[src/rtl/cq_arb_pkg.sv]
// cq_arb_pkg: shared CQ widths, arbiter state type and the
// round-robin index wrap helper used by cq_pio_arbiter/rr_pick.
package cq_arb_pkg;

  localparam int CQ_DATA_W = 64;
  localparam int CQ_USER_W = 85;
  localparam int CQ_KEEP_W = 2;

  typedef enum logic {
    IDLE = 1'b0,
    BUSY = 1'b1
  } arb_state_t;

  // idx is assumed < 2*n (pointer plus offset).
  function automatic int unsigned rr_wrap(
    input int unsigned idx,
    input int unsigned n
  );
    return (idx >= n) ? idx - n : idx;
  endfunction

endpackage

[src/rtl/cq_pio_arbiter_rr_pick.sv]
// rr_pick: combinational round-robin winner select.
// Ports: req (request vector), ptr (first index to scan),
//        winner (first set req at/after ptr), any_req.
module rr_pick
  import cq_arb_pkg::*;
#(
  parameter int N = 2,
  parameter int W = (N > 1) ? $clog2(N) : 1
) (
  input  logic [N-1:0] req,
  input  logic [W-1:0] ptr,
  output logic [W-1:0] winner,
  output logic         any_req
);

  logic [W-1:0] idx;
  logic         found;

  always_comb begin
    winner = '0;
    found  = 1'b0;
    idx    = '0;
    for (int i = 0; i < N; i++) begin
      idx = W'(rr_wrap(32'(ptr) + 32'(i),
                       32'(N)));
      if (!found && req[idx]) begin
        found  = 1'b1;
        winner = idx;
      end
    end
  end

  assign any_req = |req;

endmodule

[src/rtl/cq_pio_arbiter.sv]
// cq_pio_arbiter: packet-granular round-robin arbiter sharing the
// PCIe CQ AXI-stream into eth_top between NUM_REQ PIO requesters.
// Ports: user_clk, reset (sync, active-high);
//   s_cq_* : packed requester streams (req i at slice i);
//   m_cq_* : muxed stream to eth_top, m_cq_tready single bit;
//   grant_id : current/last owner; wdog_err : forced-release pulse;
//   pkt_cnt : per-requester tlast counters (CQ_ARB_STATS_EN only).
module cq_pio_arbiter
  import cq_arb_pkg::*;
#(
  parameter int NUM_REQ      = 2,
  parameter int C_DATA_WIDTH = CQ_DATA_W,
  parameter int KEEP_WIDTH   = C_DATA_WIDTH / 32,
  parameter int USER_WIDTH   = CQ_USER_W,
  parameter int MAX_BEATS    = 16,
  localparam int GW = $clog2(NUM_REQ),
  localparam int BW = $clog2(MAX_BEATS + 1)
) (
  input  logic                          user_clk,
  input  logic                          reset,
  input  logic [NUM_REQ*C_DATA_WIDTH-1:0] s_cq_tdata,
  input  logic [NUM_REQ*USER_WIDTH-1:0] s_cq_tuser,
  input  logic [NUM_REQ*KEEP_WIDTH-1:0] s_cq_tkeep,
  input  logic [NUM_REQ-1:0]            s_cq_tlast,
  input  logic [NUM_REQ-1:0]            s_cq_tvalid,
  output logic [NUM_REQ-1:0]            s_cq_tready,
  output logic [C_DATA_WIDTH-1:0]       m_cq_tdata,
  output logic [USER_WIDTH-1:0]         m_cq_tuser,
  output logic [KEEP_WIDTH-1:0]         m_cq_tkeep,
  output logic                          m_cq_tlast,
  output logic                          m_cq_tvalid,
  input  logic                          m_cq_tready,
  output logic [GW-1:0]                 grant_id,
  output logic                          wdog_err
`ifdef CQ_ARB_STATS_EN
  ,
  output logic [NUM_REQ*32-1:0]         pkt_cnt
`endif
);

  arb_state_t state, state_nx;

  logic [GW-1:0] rr_ptr;
  logic [GW-1:0] pick;
  logic          any_req;
  logic [BW-1:0] beat_cnt;
  logic          xfer;
  logic          wdog_hit;

  logic [C_DATA_WIDTH-1:0] dat  [NUM_REQ];
  logic [USER_WIDTH-1:0]   usr  [NUM_REQ];
  logic [KEEP_WIDTH-1:0]   kep  [NUM_REQ];

  for (genvar g = 0; g < NUM_REQ; g++) begin : g_slice
    assign dat[g] =
      s_cq_tdata[g*C_DATA_WIDTH +: C_DATA_WIDTH];
    assign usr[g] =
      s_cq_tuser[g*USER_WIDTH +: USER_WIDTH];
    assign kep[g] =
      s_cq_tkeep[g*KEEP_WIDTH +: KEEP_WIDTH];
  end

  rr_pick #(
    .N (NUM_REQ),
    .W (GW)
  ) u_pick (
    .req     (s_cq_tvalid),
    .ptr     (rr_ptr),
    .winner  (pick),
    .any_req (any_req)
  );

  // Payload always follows the owner; only tvalid is gated.
  assign m_cq_tdata = dat[grant_id];
  assign m_cq_tuser = usr[grant_id];
  assign m_cq_tkeep = kep[grant_id];
  assign m_cq_tlast = s_cq_tlast[grant_id];

  assign xfer = m_cq_tvalid & m_cq_tready;

  // MAX_BEATS-th beat accepted without tlast: force release.
  assign wdog_hit = xfer & ~m_cq_tlast &
                    (beat_cnt == BW'(MAX_BEATS - 1));

  always_ff @(posedge user_clk) begin
    if (reset) state <= IDLE;
    else       state <= state_nx;
  end

  always_comb begin
    state_nx = state;
    unique case (state)
      IDLE: if (any_req) state_nx = BUSY;
      BUSY: if (xfer && (m_cq_tlast || wdog_hit))
              state_nx = IDLE;
      default: state_nx = IDLE;
    endcase
  end

  always_comb begin
    m_cq_tvalid = 1'b0;
    s_cq_tready = '0;
    if (state == BUSY) begin
      m_cq_tvalid           = s_cq_tvalid[grant_id];
      s_cq_tready[grant_id] = m_cq_tready;
    end
  end

  always_ff @(posedge user_clk) begin
    if (reset) begin
      grant_id <= '0;
      rr_ptr   <= '0;
      beat_cnt <= '0;
      wdog_err <= 1'b0;
    end else begin
      wdog_err <= wdog_hit;
      if (state == IDLE && any_req)
        grant_id <= pick;
      if (xfer) begin
        if (m_cq_tlast || wdog_hit) begin
          beat_cnt <= '0;
          rr_ptr   <= GW'(rr_wrap(32'(grant_id) + 32'd1,
                                  32'(NUM_REQ)));
        end else if (beat_cnt != BW'(MAX_BEATS)) begin
          beat_cnt <= beat_cnt + 1'b1;
        end
      end
    end
  end

`ifdef CQ_ARB_STATS_EN
  for (genvar g = 0; g < NUM_REQ; g++) begin : g_stat
    logic [31:0] cnt;
    always_ff @(posedge user_clk) begin
      if (reset)
        cnt <= '0;
      else if (xfer && m_cq_tlast &&
               grant_id == GW'(g))
        cnt <= cnt + 32'd1;
    end
    assign pkt_cnt[g*32 +: 32] = cnt;
  end
`endif

endmodule

[config.mk]
export PLATFORM = sky130hd
export DESIGN_NAME = cq_pio_arbiter
export DESIGN_NICKNAME = d
export VERILOG_FILES = /design/src/rtl/cq_arb_pkg.sv /design/src/rtl/cq_pio_arbiter_rr_pick.sv /design/src/rtl/cq_pio_arbiter.sv
export SDC_FILE = /design/constraint.sdc
export NUM_CORES = 1
export LEC_CHECK = 0
export BUFFER_PORTS_ARGS = -buffer_cell sky130_fd_sc_hd__buf_2
export CAP_MARGIN = 5
export CELL_PAD_IN_SITES_DETAIL_PLACEMENT = 1
export CELL_PAD_IN_SITES_GLOBAL_PLACEMENT = 2
export CORE_AREA = 2 2 182 184
export CTS_CLUSTER_SIZE = 10
export DETAILED_ROUTE_END_ITERATION = 16
export DIE_AREA = 0 0 184 186
export PLACE_DENSITY = 0.68
export SKIP_LAST_GASP = 1
export SLEW_MARGIN = 10
export SYNTH_ARGS = -nofsm -noshare
export SYNTH_HDL_FRONTEND = slang
export SYNTH_SLANG_ARGS = --single-unit
[constraint.sdc]
create_clock -name user_clk -period 2.4 [get_ports user_clk]
set_input_delay 0.48 -clock user_clk [delete_from_list [all_inputs] [get_ports user_clk]]
set_output_delay 0.48 -clock user_clk [all_outputs]
set_load 0.05 [all_outputs]
==> summary by stage, run 1 <==
Timing
In this run the tightest slew margin relative to its limit is between 70% and 80%. The final-layout worst hold slack is 526.5 ps. The clock period could shrink to approximately 2200 ps. On the final layout, the worst clock skew is between 4 and 5 ps.

In the finished design, the share of the clock period the worst path needs comes to 92.54%. The final-report max-slew violation count is 0. The total negative slack for setup checks is 0 ps.

Setup repair after global routing left no endpoint under its margin. The highest clock rate is ~450 MHz. The post-layout worst setup margin is 179.0 ps. The hold violation count in the final report came to 0. At the pin with the least slew margin, the transition time is 375.1 ps.

The number of endpoints failing setup at the final stage is 0.

Clock network
The count of instances resized after the clock tree is built is 0. The number of setup buffers added after CTS is 0. In this run, post-CTS hold repair placed 0 buffers.

The number of sinks on the clock net is 9. The CTS tree is done. Counting the buffers created by CTS gives 3. The clock-pin transition on the worst setup and hold timing paths is 40 ps. The maximum number of buffers from clock root to sink is 2. The cell at the root of the clock tree is sky130_fd_sc_hd__clkbuf_16. At the later pin of the worst-skew pair, clock insertion delay measures 240 ps. In this run the number of H-tree levels came out at 1.

Placed design
At the end of routability-driven placement, the weighted congestion stood at 0.7478. The final HPWL from detailed placement is around 16000 um. The instance area after placement is 0.005285 mm^2. The worst slack at placement is 421.8 ps. The number of placed instances, taps included, is 1105.

The number of input and output port buffers inserted is 465.

Synthesis
The distinct cell type count of the synthesized netlist is 26. Summing the sequential cell areas from Yosys gives 7.615% of the chip area. Synthesis produced 236 cells. The cell area after synthesis is 0.002366 mm^2. Ranked by total cell area, the synthesized netlist is headed by sky130_fd_sc_hd__mux2_2, sky130_fd_sc_hd__dfxtp_1, sky130_fd_sc_hd__buf_2, sky130_fd_sc_hd__o211ai_1, sky130_fd_sc_hd__ha_1. The top-area cell type share of the netlist area is 72.34%. The synthesized netlist net count is between 500 and 600.

The top cell type by total area after synthesis is sky130_fd_sc_hd__mux2_2. The mean cell area of the mapped netlist is 10.03 um^2. Yosys printed 0 warnings.

The count of state elements after synthesis is 9.

Route
The detailed-route wire length per cell is 15.83 um. The number of DRC violations after detailed routing is 0. Before antenna repair, the detailed router went through 4 iterations. The final wirelength is 17580 um. The post-route antenna net violation count is 0. The total vias in the final route is 3787. In the routed layout, each cell is associated on average with a via count of 3.409. The DRC marker count from the first detailed-route iteration is 94.

Power
Power spread over the standard cell area amounts to 386.8 mW/mm^2. The leakage power total is around 2.7 nW. The worst-case IR drop observed on VDD is 0.1734 mV.

Global routing
The global-route wire length before repair is 23020 um. Global routing consumed, over all layers together, 8.893% of the routing resources. Entering global routing, the biggest net connects 36 pins. Summed over all layers, the global routing overflow is 0. The via count of the first global-routing pass is between 3000 and 4000. The initial antenna violation count is 4.

Critical path
On the critical path, the stage with the largest delay is an instance of sky130_fd_sc_hd__dfxtp_4. Grouping stages by cell kind, the critical path spends the most delay in buffers and inverters. The critical path in this run is classified as flip-flop to primary output. In this design, the stage delay of the slowest critical-path cell is 430 ps. Traced cell by cell, the critical path runs through buf_12 -> buf_4 -> mux2_2 -> buf_2.

The buffers plus inverters on the worst setup path is 3. Of all nets on the critical path, the largest fanout is 35. The nature of the critical path endpoint is a primary output. The data required time of the critical path is 1920 ps.

STA classifies the critical path startpoint as a flip-flop. At the worst endpoint, the arrival time is around 1700 ps.

Floorplanning
The number of core rows is 66. In this run the vertical extent of the chip is between 150 and 200 um. The initial core utilization is 7.347%. The I/O pin total is 466. The core area is 0.03221 mm^2. The area enclosed by the die boundary is ~0.034 mm^2. The die span in x is 184 um.

Final layout
The filler-free cell count of the finished design is 1111. The final instance area is 0.005369 mm^2. The post-route netlist has ~91% of its cells at a drive strength greater than 1. After the last flow step, the layout net total stands at 1014. The layout overhead on the synthesized area is 126.9%.

Flow run
The number of maximum-capacitance violations is 0.

Min path
The tightest min-delay check is of the flip-flop to flip-flop type.

Run status
The flow ran to the end, and the final reports show no timing, DRC or antenna violations.
-- path summary, 6_finish.rpt --
| kind | slack (ps) | cells after the start | from | to |
|---|---|---|---|---|
| max | 180 | 4 | grant_id$_SDFFE_PP0P_ | m_cq_tuser[43] |
| min | 530 | 2 | beat_cnt[2]$_SDFFE_PP0P_ | beat_cnt[2]$_SDFFE_PP0P_ |
| max reg2reg | 480 | 6 | beat_cnt[0]$_SDFFE_PP0P_ | rr_ptr$_SDFFE_PP0P_ |
| min reg2reg | 530 | 2 | beat_cnt[2]$_SDFFE_PP0P_ | beat_cnt[2]$_SDFFE_PP0P_ |
-- cell usage after synthesis --
library cell               number
sky130_fd_sc_hd__mux2_2       152
sky130_fd_sc_hd__a211oi_1       2
sky130_fd_sc_hd__clkbuf_1       3
sky130_fd_sc_hd__and3_1         2
sky130_fd_sc_hd__mux2i_1        1
sky130_fd_sc_hd__or3_1          3
sky130_fd_sc_hd__nand2_1        2
sky130_fd_sc_hd__buf_6          1
sky130_fd_sc_hd__buf_2         15
sky130_fd_sc_hd__a21oi_1        1
sky130_fd_sc_hd__and4_1         1
sky130_fd_sc_hd__o32ai_2        1
sky130_fd_sc_hd__nand3b_1       2
sky130_fd_sc_hd__nor2_1         5
sky130_fd_sc_hd__nand3_1        2
sky130_fd_sc_hd__nor2b_1        4
sky130_fd_sc_hd__inv_1          8
sky130_fd_sc_hd__ha_1           3
sky130_fd_sc_hd__nor4bb_1       1
sky130_fd_sc_hd__o211ai_1       6
sky130_fd_sc_hd__dfxtp_1        9
sky130_fd_sc_hd__mux2i_4        1
sky130_fd_sc_hd__o21ai_0        4
sky130_fd_sc_hd__or4b_4         1
sky130_fd_sc_hd__nand4_1        4
sky130_fd_sc_hd__nor3_1         2
-- metal layers --
metal | up-vias | GRT usage, % | wire length [um] | share of wire, %
li1 | 1825 | - | - | -
met1 | 1757 | 11.00 | 7037 | 40
met2 | 195 | 16.57 | 9137 | 52
met3 | 10 | 1.350 | 1259 | 7.2
met4 | 0 | 1.152 | 146 | 0.83
met5 | - | 0 | 0 | 0
-- kinds of logic after synthesis --
logic type      count (synthesis)  synth area share [%]
mux                           154                 73.72
simple gates                   29                 7.403
buf+inv                        27                 5.394
compound gates                 14                 4.283
flops                           9                 7.615
fa+ha+maj                       3                 1.587
-- through the flow --
step / utilization [%] / power [mW]
finish: 16.67 / 2.077
global route: 16.67 / 2.171
CTS: 16.66 / 2.097
detailed placement: 16.41 / 1.788
global placement: 16.41 / 1.783
floorplan: - / 1.256
-- registers in the layout (all words and copies together), names as in the netlist --
signal and flops:
beat_cnt 5, grant_id 1, rr_ptr 1, state 1, wdog_err 1
-- report_power, final --
group          switching, mW  total [mW]  internal, mW
Sequential           0.00701       0.161         0.154
Clock                 0.0788       0.302         0.223
Combinational           1.07        1.61         0.541
-- worst min-delay path, stage by stage, from the launching register on --
cell and delay, ps:
sky130_fd_sc_hd__dfxtp_1 330, sky130_fd_sc_hd__nand2_1 80, sky130_fd_sc_hd__o32ai_2 70
-- cells in the final DEF (no fill, tap or decap), drive strengths merged, types with 3 or more instances in the layout --
cell,count
nand4,4
ha,3
nor2,5
nor2b,4
buf,480
or3,3
mux2,152
o211ai,6
inv,8
clkbuf,4
o21ai,4
dfxtp,9
-- final cells by class --
class	instances	area, um^2
clock buffers	4	78.83
flip-flops and latches	9	183.9
diodes	2	5.005
fillers	3942	26840
well taps	408	510.5
multi-input cells	200	2058
repair buffers	480	2502
inverters	8	30.03
Power figures use the tool's default switching activity.
==> run 2, diff against run 1 <==
Settings changed: ABC_AREA set to 1, ABC_CLOCK_PERIOD_IN_PS set to 2400, CORE_AREA 2 2 182 184 to 2 2 184 186, DIE_AREA 0 0 184 186 to 0 0 186 188, PLACE_DENSITY 0.68 to 0.8.
==> run 2 against run 1 <==
Effect of this change:
- total power increased by 8.0%
- register-to-register slack improved by 220 ps
- sequential power about the same
- largest power group unchanged
- core utilization decreased by 0.43 points
- fmax increased by 5.4%
- critical path type unchanged
- first-iteration DRC count decreased by 13%
- non-clock buffer count decreased by 6
- clock skew decreased by 1.8 ps
- clock power decreased by 1%
- synthesized cell count increased by 140%
- highest routed layer is now met5
- design area increased by 0.14%
==> summary by stage, run 2 <==
Global routing
The met1 layer usage reported by global route was 11.37% (+0.37 points). The maximum number of pins on one net before global-route repair was 82 (+130%). The global routing stage identified its most utilized layer as met2. The met3 usage in global routing came to 2.777% (+1.4 points). The via count of the first global-routing pass is 5323 (+39%). The initial antenna violation count came to 5 (+1).

The all-layer global routing usage is 11.01% (+2.1 points). The global-route wire length before repair is 29500 um (+28%). The overflow left after global routing was 0 (unchanged). The global routing usage on met2 came to 21.59% (+5.0 points).

Route
The total vias in the final route is 5146 (+36%). The ratio of routed vias to standard cells is 3.513 (+3.1%). The post-route antenna net violation count came to 0 (unchanged).

The DRC marker count from the first detailed-route iteration is 82 (-13%). The number of optimization iterations in the first detailed-route pass is 4 (unchanged). The detailed-route wire length per cell is 14.18 um (-10%). The number of DRC violations after detailed routing came to 0 (unchanged). The final wirelength is 20780 um (+18%).

Floorplanning
The area enclosed by the die boundary is 0.03497 mm^2 (+2.2%). The core area is 0.03311 mm^2 (+2.8%). The I/O pin total was 466 (unchanged).

The height of the chip came to 188 um (+1.1%). The initial core utilization is 7.281% (-0.065 points). The die span in x is 186 um (+1.1%). The number of core rows was 67 (+1.5%).

Flow run
The number of maximum-capacitance violations is 0 (unchanged).

Final layout
The count of nets after finishing came to 1327 (+31%). The proportion of layout cells with a drive suffix above 1 was 47.93% (-43 points). The final instance area was 0.005376 mm^2 (+0.14%). Leaving out fill and tap cells, the most frequent cell in the layout is sky130_fd_sc_hd__nand2_1.

The footprint of the multi-input gates is 0.002012 mm^2 (-2.2%). The sequential cell area in the final layout came to 183.9 um^2 (unchanged). The top cell types in the final layout, fill and taps aside, are sky130_fd_sc_hd__nand2_1, sky130_fd_sc_hd__buf_2, sky130_fd_sc_hd__inv_1. The filler-free cell count of the finished design came to 1465 (+32%). The number of fill cells in the layout is 4427 (+12%). The layout overhead on the synthesized area is 123.0%. The number of flip-flops under the largest register name is 5 (unchanged). Counting flops per register, the top entry is beat_cnt.

Clock network
The number of H-tree levels was 1 (unchanged). The number of sinks on the clock net came to 9 (unchanged). The cell at the root of the clock tree is sky130_fd_sc_hd__clkbuf_16.

The clock-pin transition on the worst setup and hold timing paths is 40 ps (about the same). The total of hold buffers inserted after clock tree synthesis is 0 (unchanged). The count of instances resized after the clock tree is built came to 0 (unchanged). The TritonCTS buffer count came to 3 (unchanged). The insertion delay to the later sink of the worst-skew pair is 230 ps (about the same). TritonCTS built the clock tree. The post-CTS setup buffer count is 0 (unchanged).

The maximum number of buffers from clock root to sink was 2 (unchanged).

Critical path
The type of the worst setup path is flip-flop to primary output. The worst flop-to-flop path startpoint is grant_id$_SDFFE_PP0P_. The worst register-to-register path ends at beat_cnt[2]$_SDFFE_PP0P_.

The cell repeated most along the worst path is sky130_fd_sc_hd__nand2_1. STA classifies the critical path startpoint as a flip-flop. The critical path goes through inv_4 -> buf_12 -> nand2_1 -> nand2_1 -> buf_2.

STA classifies the critical path endpoint as a primary output. The critical path's largest stage delay is 380 ps (-50 ps). The data required time of the critical path came to 1920 ps (about the same).

Tracing the worst setup path back leads to its startpoint at grant_id$_SDFFE_PP0P_. The worst-path maximum fanout was 43 (+23%). The setup slack of the most critical reg-to-reg path was 700 ps (+220 ps). The critical path endpoint is m_cq_tdata[44]. The arrival time at the worst endpoint was 1630 ps (-110 ps). The highest-delay cell along the critical path is sky130_fd_sc_hd__dfxtp_4.

The depth of the worst register-to-register path is 7 (+1).

Min path
The worst hold path belongs to the class flip-flop to flip-flop.

Synthesis
Yosys instantiated no cell more often than sky130_fd_sc_hd__nand2_1. The number of warnings printed during yosys synthesis is 0 (unchanged). The synthesized netlist net count is 882 (+61%).

The count of state elements after synthesis is 9 (unchanged). The sequential fraction of the synthesis area came to 7.473% (-0.14 points). The mean cell area of the mapped netlist came to 4.230 um^2 (-58%).

The synthesized instance count is 570 (+140%). The number of synthesized flops with an enable pin is 0 (unchanged). Summed over all instances, the cell type with the most area after synthesis is sky130_fd_sc_hd__nand2_1. Yosys attributes the largest share of cell area to sky130_fd_sc_hd__nand2_1, sky130_fd_sc_hd__dfxtp_1, sky130_fd_sc_hd__buf_2, sky130_fd_sc_hd__inv_1, sky130_fd_sc_hd__clkbuf_1. The share of flip-flops with an asynchronous set or reset after synthesis came to 0% (unchanged). Among all flip-flop cells after synthesis, the most frequent one is sky130_fd_sc_hd__dfxtp_1.

The distinct cell type count of the synthesized netlist was 24 (-7.7%). The cell area after synthesis was 0.002411 mm^2 (+1.9%). The top-area cell type share of the netlist area is 73.02% (+0.67 points). Counting instances in the post-synthesis netlist gives the leading cell types as sky130_fd_sc_hd__nand2_1, sky130_fd_sc_hd__inv_1, sky130_fd_sc_hd__clkbuf_1.

Power
The sequential power share is 7.3% (-0.4 points). The leakage power total was 3.507 nW (+29%). The net switching power is 1.399 mW (+21%).

The clock share of power is 13.3% (-1.2 points). The internal power contribution came to 843.6 uW (-8.1%). The areal power density over the cells came to 417.1 mW/mm^2 (+7.8%). The total chip power came to 2.242 mW (+8.0%). The share of power burned in combinational logic is 79.4% (+1.7 points). The highest ir drop seen on vdd is 0.1266 mV (-27%). The share of total power consumed by net switching is 62.38% (+6.6 points).

Timing
The post-route clock period utilization is 87.79% (-4.8 points). The worst setup skew after layout is 2.521 ps (-1.759 ps). The clock period minus final worst setup slack is 2107 ps (-114.1 ps). Setup repair after global routing left no endpoint under its margin. The highest clock rate is 474.6 MHz (+5.4%). The transition time at the pin with the least slew margin came to 436.8 ps (+61.72 ps). The hold violation count in the final report was 0 (unchanged). The total negative slack for setup checks is 0 ps (unchanged). The final-report max-slew violation count is 0 (unchanged).

The worst slew margin relative to its limit came to 70.57% (-3.9 points). The number of endpoints failing setup at the final stage is 0 (unchanged). The post-layout worst setup margin is 293.1 ps (+114.1 ps).

Placed design
The instance area after placement is 0.005290 mm^2 (about the same). The post-placement cell count was 1458 (+32%). The final HPWL from detailed placement is 18270 um (+14%). The final weighted congestion of routability-driven global placement is 0.7429 (-0.66%). The worst slack at placement is 479.5 ps (+57.70 ps). The number of input and output port buffers inserted is 465 (unchanged).

Run status
The flow ran to the end, and the final reports show no timing, DRC or antenna violations.
run 2: changes by cell type in the layout (fill, tap and decap cells not counted), sizes merged, moves of 3 or more:
cell | before | now
nand2 | 2 | 470
mux2 | 152 | 0
inv | 8 | 19
nand3 | 2 | 9
a21oi | 1 | 7
buf | 480 | 474
o211ai | 6 | 1
nor2b | 4 | 0
or3 | 3 | 0
run 2: worst max-delay path: cells and delay by family (launching register included):
family | cells | cell delay, ps
buffers and inverters | 3 | 790
AND/OR/NAND/NOR | 2 | 180
flip-flops | 1 | 380
run 2: worst min path at each step:
stage | cells past startpoint | endpoint | start | slack, ps
floorplan | 2 | rr_ptr$_SDFFE_PP0P_ | rr_ptr$_SDFFE_PP0P_ | 420
global placement | 2 | rr_ptr$_SDFFE_PP0P_ | rr_ptr$_SDFFE_PP0P_ | 450
detailed placement | 2 | rr_ptr$_SDFFE_PP0P_ | rr_ptr$_SDFFE_PP0P_ | 440
CTS | 2 | rr_ptr$_SDFFE_PP0P_ | rr_ptr$_SDFFE_PP0P_ | 450
global route | 2 | rr_ptr$_SDFFE_PP0P_ | rr_ptr$_SDFFE_PP0P_ | 470
finish | 2 | rr_ptr$_SDFFE_PP0P_ | rr_ptr$_SDFFE_PP0P_ | 450
run 2: final cells by class:
cell class,instances,area share (%)
diodes,3,0.1396
repair buffers,474,45.75
clock buffers,4,1.466
multi-input cells,508,37.42
flip-flops and latches,9,3.421
inverters,19,1.373
well taps,448,10.43
run 2: cell families (layout without fill, tap and decap cells):
logic type      after synthesis  in the layout  synth area share (%)
simple gates                492            492                 78.20
buf+inv                      53            497                 9.496
compound gates               12             12                 2.906
flops                         9              9                 7.473
fa+ha+maj                     3              3                 1.557
xor+xnor                      1              1                0.3633
other cells                   0              3                     0
run 2: per-stage QoR:
stage / hold WS (ps) / util [%]
floorplan: 423.2 / -
global placement: 447.9 / 15.98
detailed placement: 444.2 / 15.98
CTS: 451.2 / 16.21
global route: 473.8 / 16.24
finish: 445.5 / 16.24
run 2: per-layer routing:
layer | vias up | routed length [um]
met2 | 288 | 10720
met5 | - | 13
met4 | 2 | 266
li1 | 2582 | -
met1 | 2262 | 7661
met3 | 12 | 2117
run 2: power groups by stage:
| stage | sequential, mW | combinational, mW | clock (mW) |
|---|---|---|---|
| 3_3_place_gp | 0.166 | 1.80 | 0 |
| 6_report | 0.164 | 1.78 | 0.298 |
| 2_1_floorplan | 0.167 | 1.17 | 0 |
| 4_1_cts | 0.164 | 1.82 | 0.306 |
| 5_1_grt | 0.164 | 1.92 | 0.315 |
| 3_5_place_dp | 0.166 | 1.81 | 0 |
